--- src/rtl/branch_resolver.sv ---
//==============================================================================
// Module      : branch_resolver
// Description : Resolves conditional branches. It decodes the branch type from
//               funct3, combines it with the external comparator flags, and
//               computes the target pc+imm. Taken, aligned branches emit a
//               one-cycle redirect and start a pipeline flush. Misaligned
//               targets and illegal funct3 codes each raise a one-cycle
//               exception pulse. It also keeps accepted/taken branch counters.
// Revision    : 1.0 - initial release
//------------------------------------------------------------------------------
// Parameters
//   FLUSH_CYCLES    : flush length after a redirect, 1..7
// Ports
//   clk             : clock, rising edge
//   rst             : asynchronous active-high reset
//   branch_valid    : branch instruction presented this cycle
//   funct3          : branch type field
//   pc              : branch instruction address
//   imm             : sign-extended branch offset
//   stall           : hold, no acceptance this cycle
//   branch_equal    : comparator equal flag
//   branch_lessthan : comparator less-than flag
//   branch_unsigned : comparator signedness select (funct3[1])
//   redirect_valid  : one-cycle PC redirect pulse
//   redirect_target : new PC, held between redirects
//   flush           : squash younger instructions
//   misaligned      : one-cycle target-misaligned exception pulse
//   illegal_branch  : one-cycle illegal-funct3 pulse
//   branch_count    : legal accepted branches
//   taken_count     : taken branches, including misaligned ones
//==============================================================================
`default_nettype none

module branch_resolver #(
    parameter int FLUSH_CYCLES = 2
) (
    input  logic        clk,
    input  logic        rst,
    input  logic        branch_valid,
    input  logic [2:0]  funct3,
    input  logic [31:0] pc,
    input  logic [31:0] imm,
    input  logic        stall,
    input  logic        branch_equal,
    input  logic        branch_lessthan,
    output logic        branch_unsigned,
    output logic        redirect_valid,
    output logic [31:0] redirect_target,
    output logic        flush,
    output logic        misaligned,
    output logic        illegal_branch,
    output logic [31:0] branch_count,
    output logic [31:0] taken_count
);

    // Counter load value: the redirect edge already starts the first flush
    // cycle, so the countdown covers the remaining FLUSH_CYCLES-1 cycles.
    localparam logic [2:0] C_FLUSH_LOAD = 3'(FLUSH_CYCLES - 1);

    // S_RESUME is the single cycle following the flush exit, during which a
    // presented branch is still ignored.
    typedef enum logic [1:0] {
        S_IDLE   = 2'd0,
        S_FLUSH  = 2'd1,
        S_RESUME = 2'd2
    } state_t;

    state_t      r_state;
    logic [2:0]  r_flush_cnt;

    logic        w_accept;
    logic        w_illegal;
    logic        w_taken;
    logic [31:0] w_target;

    assign branch_unsigned = funct3[1];

    assign w_accept  = branch_valid && !stall && (r_state == S_IDLE);
    assign w_illegal = (funct3[2:1] == 2'b01);
    assign w_target  = pc + imm;

    always_comb begin
        w_taken = 1'b0;
        case (funct3)
            3'b000:  w_taken = branch_equal;
            3'b001:  w_taken = !branch_equal;
            3'b100,
            3'b110:  w_taken = branch_lessthan;
            3'b101,
            3'b111:  w_taken = !branch_lessthan;
            default: w_taken = 1'b0;
        endcase
    end

    always_ff @(posedge clk or posedge rst) begin
        if (rst) begin
            r_state         <= S_IDLE;
            r_flush_cnt     <= 3'd0;
            redirect_valid  <= 1'b0;
            redirect_target <= 32'd0;
            flush           <= 1'b0;
            misaligned      <= 1'b0;
            illegal_branch  <= 1'b0;
            branch_count    <= 32'd0;
            taken_count     <= 32'd0;
        end else begin
            redirect_valid <= 1'b0;
            misaligned     <= 1'b0;
            illegal_branch <= 1'b0;

            case (r_state)
                S_IDLE: begin
                    if (w_accept) begin
                        if (w_illegal) begin
                            illegal_branch <= 1'b1;
                        end else begin
                            branch_count <= branch_count + 32'd1;
                            if (w_taken) begin
                                taken_count <= taken_count + 32'd1;
                                if (w_target[1:0] == 2'b00) begin
                                    redirect_valid  <= 1'b1;
                                    redirect_target <= w_target;
                                    flush           <= 1'b1;
                                    r_flush_cnt     <= C_FLUSH_LOAD;
                                    r_state         <= S_FLUSH;
                                end else begin
                                    misaligned <= 1'b1;
                                end
                            end
                        end
                    end
                end

                // Stall is deliberately not consulted: the flush always runs
                // its full length.
                S_FLUSH: begin
                    if (r_flush_cnt == 3'd0) begin
                        flush   <= 1'b0;
                        r_state <= S_RESUME;
                    end else begin
                        r_flush_cnt <= r_flush_cnt - 3'd1;
                    end
                end

                S_RESUME: begin
                    r_state <= S_IDLE;
                end

                default: begin
                    flush   <= 1'b0;
                    r_state <= S_IDLE;
                end
            endcase
        end
    end

endmodule

`default_nettype wire

--- config.mk ---
export PLATFORM = sky130hd
export DESIGN_NAME = branch_resolver
export DESIGN_NICKNAME = d
export VERILOG_FILES = /design/src/rtl/branch_resolver.sv
export SDC_FILE = /design/constraint.sdc
export NUM_CORES = 1
export LEC_CHECK = 0
export ABC_AREA = 1
export BUFFER_PORTS_ARGS = -buffer_cell sky130_fd_sc_hd__buf_4
export CAP_MARGIN = 10
export CORE_MARGIN = 2
export CORE_UTILIZATION = 50
export CTS_CLUSTER_DIAMETER = 120
export DETAILED_ROUTE_END_ITERATION = 7
export PLACE_DENSITY_LB_ADDON = 0.1
export SETUP_SLACK_MARGIN = 0.02
export SKIP_CTS_REPAIR_TIMING = 1
export SYNTH_ARGS = -nofsm -noshare
export SYNTH_HDL_FRONTEND = slang
export SYNTH_SLANG_ARGS = --single-unit
--- constraint.sdc ---
create_clock -name clk -period 4.15 [get_ports clk]
set_input_delay 0.83 -clock clk [delete_from_list [all_inputs] [get_ports clk]]
set_output_delay 0.83 -clock clk [all_outputs]
set_load 0.1 [all_outputs]
==> out/metrics.sh <==
AREA_GROWTH_SYN_TO_LAYOUT_PCT=23.01
CP_SLOWEST_STAGE_DELAY_PS=430
DETAIL_ROUTE.DRC_VIOLATIONS=0
FILLER_CELL_COUNT=1387
SYNTH_AREA_PER_CELL_SQ_UM=6.882
SHARE_COMB_OF_TOTAL_POWER_PCT=51.7
MAXSLEWHEADROOM_PCT=51.05
MULTI_INPUT_AREA_SQ_UM=4190
OUTCOME='complete, no violations'
MAX-CAP-VIOLATIONS=0
FINAL_NET_COUNT=1383
SKEW_PS=4.776
PEAKVDDDROP_mV=0.3450
TIMING_HOLD_VIOLATIONS_FINAL=0
MIN_DELAY_PATH_CLASS='reg -> reg'
CLOCK_POWER_SHARE_PCT=17.9
AREA_OF_THE_MAPPED_NETLIST_SQ_UM=7570
SLOWEST_STAGE_CELL_CP='fa_1'
CLK_PIN_SLEW_PS=60
ANT_NETS=0
INITIAL_UTILIZATION_PCT=51.69
FLOORPLAN.DIE_AREA_SQ_UM=16140
CTS_MAX_PATH_BUFFERS=2
GRTUSAGETOTAL_PCT=22.31
WORSTMARGINPINSLEW_PS=734.3
DIE_W_UM=127.0
PORT-BUFFER-COUNT=173
FINAL.MIN_CLOCK_PERIOD_PS=2577
CORE_AREA_SQ_UM=14640
PRE_CTS_WS_PS=1186
NUM_IO_PINS=174
PATH_CELLS='buf_4 -> ha_1 -> fa_1 -> nor2_1 -> nand2_4 -> nand2_1 -> nand3_1 -> o21ai_0'
ANTENNA_FOUND_INITIAL=0
POST-LAYOUT-TOTAL-POWER_mW=4.613
AVGVIACOUNTPERCELL=4.796
P_SW_SHARE_PCT=52.34
WORSTSKEWPAIRLATENCY_PS=340
FP-ROW-COUNT=44
KIND_OF_LAUNCH_POINT_OF_THE_WORST_SETUP_PATH='primary input'
BUFFER_AND_INVERTER_COUNT_ON_THE_WORST_PATH=1
SYNTH_SEQ_AREA_SHARE_PCT=34.71
TIMING.CRITICAL_PATH.FANOUT_MAX=49
DRTITER0DRC=394
DRT_PRE_ANTENNA_ITERS=5
TRITONCTS='built'
AVGROUTEDWIREPERCELL_UM=12.22
FRACTION_OF_FINAL_LAYOUT_CELLS_WITH_DRIVE_STRENGTH_GREATER_THAN_1_PCT=17.84
DIODES=0
SEQCELLAREA_SQ_UM=2628
CTS_NUM_SINKS=105
REG2REG_SLACK_PS=1840
VIAS=7012
YOSYS_WARNS=0
LAYOUT_COMMON_CELLS='nand2_1 (392), buf_4 (175), inv_1 (167)'
MIN_PERIOD_OVER_PERIOD_PCT=62.10
P_LEAK_nW=5.168
LAYOUT_COMMONEST_CELL='nand2_1'
CLOCK_TREE.ROOT_CELL='clkbuf_16'
YOSYS.CELL_TYPES.COUNT=37
POST-ROUTE-WORST-SETUP-SLACK_PS=1573
SYNTH_CELLS=1100
SETUP-TNS-FINAL_PS=0
POWER_DENSITY_OVER_CELL_AREA_nW_PER_UM2=495.4
FINALWIRELENGTH_UM=17870
P_SW_mW=2.414
GRT_SETUP_UNREPAIRED='no'
DP_HPWL_UM=14690
INTERNAL_PWR_TOTAL_mW=2.199
WORSTSETUPENDPOINTTYPE='flip-flop'
WORSTSETUPPATHTYPE='in -> reg'
YS_SEQ_ELEMENTS=105
WORST_EP_REQUIRED_TIME_PS=4400
PWR-SHARE-SEQ_PCT=30.4
GP_CONGESTION=0.8797
CTS_HTREE_LEVELS=3
FMAX_MHz=388.0
SYNTH.NET_COUNT=1209
TIMING_MAX_TRANSITION_VIOLATIONS_FINAL=0
GRT_MAX_DEGREE=61
DIE_HEIGHT_UM=127.0
WORSTPATHARRIVAL_PS=2830
GRT_PASS1_WL_UM=29560
FINAL_SETUP_VIOLATIONS=0
GR-TOTAL-OVERFLOW=0
NUMBER_OF_GLOBAL_ROUTE_VIAS_BEFORE_REPAIR=6445
CTS_BUFFERS=9
CP_TOP_FAMILY='simple AND/OR/NAND/NOR gates'
-- layer usage --
metal | up-vias | GRT usage, % | wire (um)
met3 | 21 | 2.303 | 689
met5 | - | 0 | 0
li1 | 3739 | - | -
met2 | 161 | 37.98 | 8534
met1 | 3091 | 30.45 | 8337
met4 | 0 | 6.270 | 303
-- state kept, by name (all words and copies together) (netlist names) --
signal	flops
branch_count	32
flush	1
illegal_branch	1
misaligned	1
r_flush_cnt	3
r_state	2
redirect_target	32
redirect_valid	1
taken_count	32
-- metrics by stage --
stage | hold WS [ps] | util, % | cells | cell area [sq um]
floorplan | 448.2 | - | 1100 | 7570
global placement | 452.3 | 61.59 | 1447 | 9019
detailed placement | 456.3 | 61.59 | 1447 | 9019
CTS | 473.8 | 63.59 | 1462 | 9311
global route | 505.7 | 63.59 | 1462 | 9311
finish | 472.0 | 63.59 | 1462 | 9311
-- worst register-to-register path, delay by kind of cell (launching register included) --
| kind | cells | cell delay [ps] |
|---|---|---|
| compound gates | 1 | 100 |
| buf+inv | 3 | 480 |
| flops | 1 | 400 |
| simple gates | 7 | 1240 |
-- synth_stat cells --
library cell / count / area share [%]
nand2_1: 392 / 19
inv_1: 168 / 8.3
nor2_1: 109 / 5.4
dfrtp_1: 105 / 35
nand3_1: 66 / 4.4
xnor2_1: 38 / 4.4
xor2_1: 37 / 4.3
ha_1: 35 / 5.8
a21oi_1: 22 / 1.5
nor3_1: 19 / 1.3
nand4_1: 17 / 1.4
o21ai_0: 15 / 0.99
nand3b_1: 7 / 0.69
nand3_2: 6 / 0.79
nor2_4: 6 / 0.89
nor3_2: 6 / 0.79
o21ai_1: 6 / 0.40
buf_6: 5 / 0.74
nand2_2: 5 / 0.41
and2_1: 3 / 0.25
buf_4: 3 / 0.30
inv_2: 3 / 0.15
nand2_4: 3 / 0.45
nor2_2: 3 / 0.25
o21ai_2: 3 / 0.35
o21bai_1: 3 / 0.30
buf_2: 2 / 0.13
inv_4: 2 / 0.17
nor3b_1: 2 / 0.20
nor4_1: 2 / 0.17
a21o_1: 1 / 0.099
a41oi_1: 1 / 0.12
clkbuf_1: 1 / 0.050
clkbuf_2: 1 / 0.066
fa_1: 1 / 0.26
or2_0: 1 / 0.083
or2_2: 1 / 0.083
-- cell type report --
type	instances	share of cell area (%)
clock buffers	14	3.050
repair buffers	175	14.11
inverters	173	7.055
clock inverters	1	0.09406
multi-input cells	810	45.00
flip-flops and latches	105	28.22
well taps	184	2.472
-- power by group through the flow --
| stage | clock, mW | sequential, mW | combinational, mW |
|---|---|---|---|
| after CTS | 0.844 | 1.41 | 2.40 |
| final | 0.824 | 1.40 | 2.39 |
| after detailed placement | 0 | 1.42 | 2.40 |
| after global placement | 0 | 1.42 | 2.38 |
| after global routing | 0.888 | 1.43 | 2.51 |
| after floorplan | 0 | 2.72 | 0.532 |
-- worst paths after layout --
path / start / end / cells past startpoint
max reg2reg: r_state[1] / r_flush_cnt[2] / 11
max in group asynchronous: rst / redirect_target[7] / 3
min: redirect_target[0] / redirect_target[0] / 2
min reg2reg: redirect_target[0] / redirect_target[0] / 2
max: pc[0] / r_flush_cnt[2] / 8
min in group asynchronous: rst / branch_count[4] / 2
-- kinds of logic after synthesis --
kind of cell	count (synthesis)	synth area share [%]
AND/OR/NAND/NOR	648	36.93
buffers and inverters	185	9.934
flip-flops	105	34.71
XOR/XNOR	75	8.678
AO/OA/AOI/OAI	51	3.703
adder cells (fa/ha/maj)	36	6.050
No activity file was read; power rests on OpenSTA's default activity.
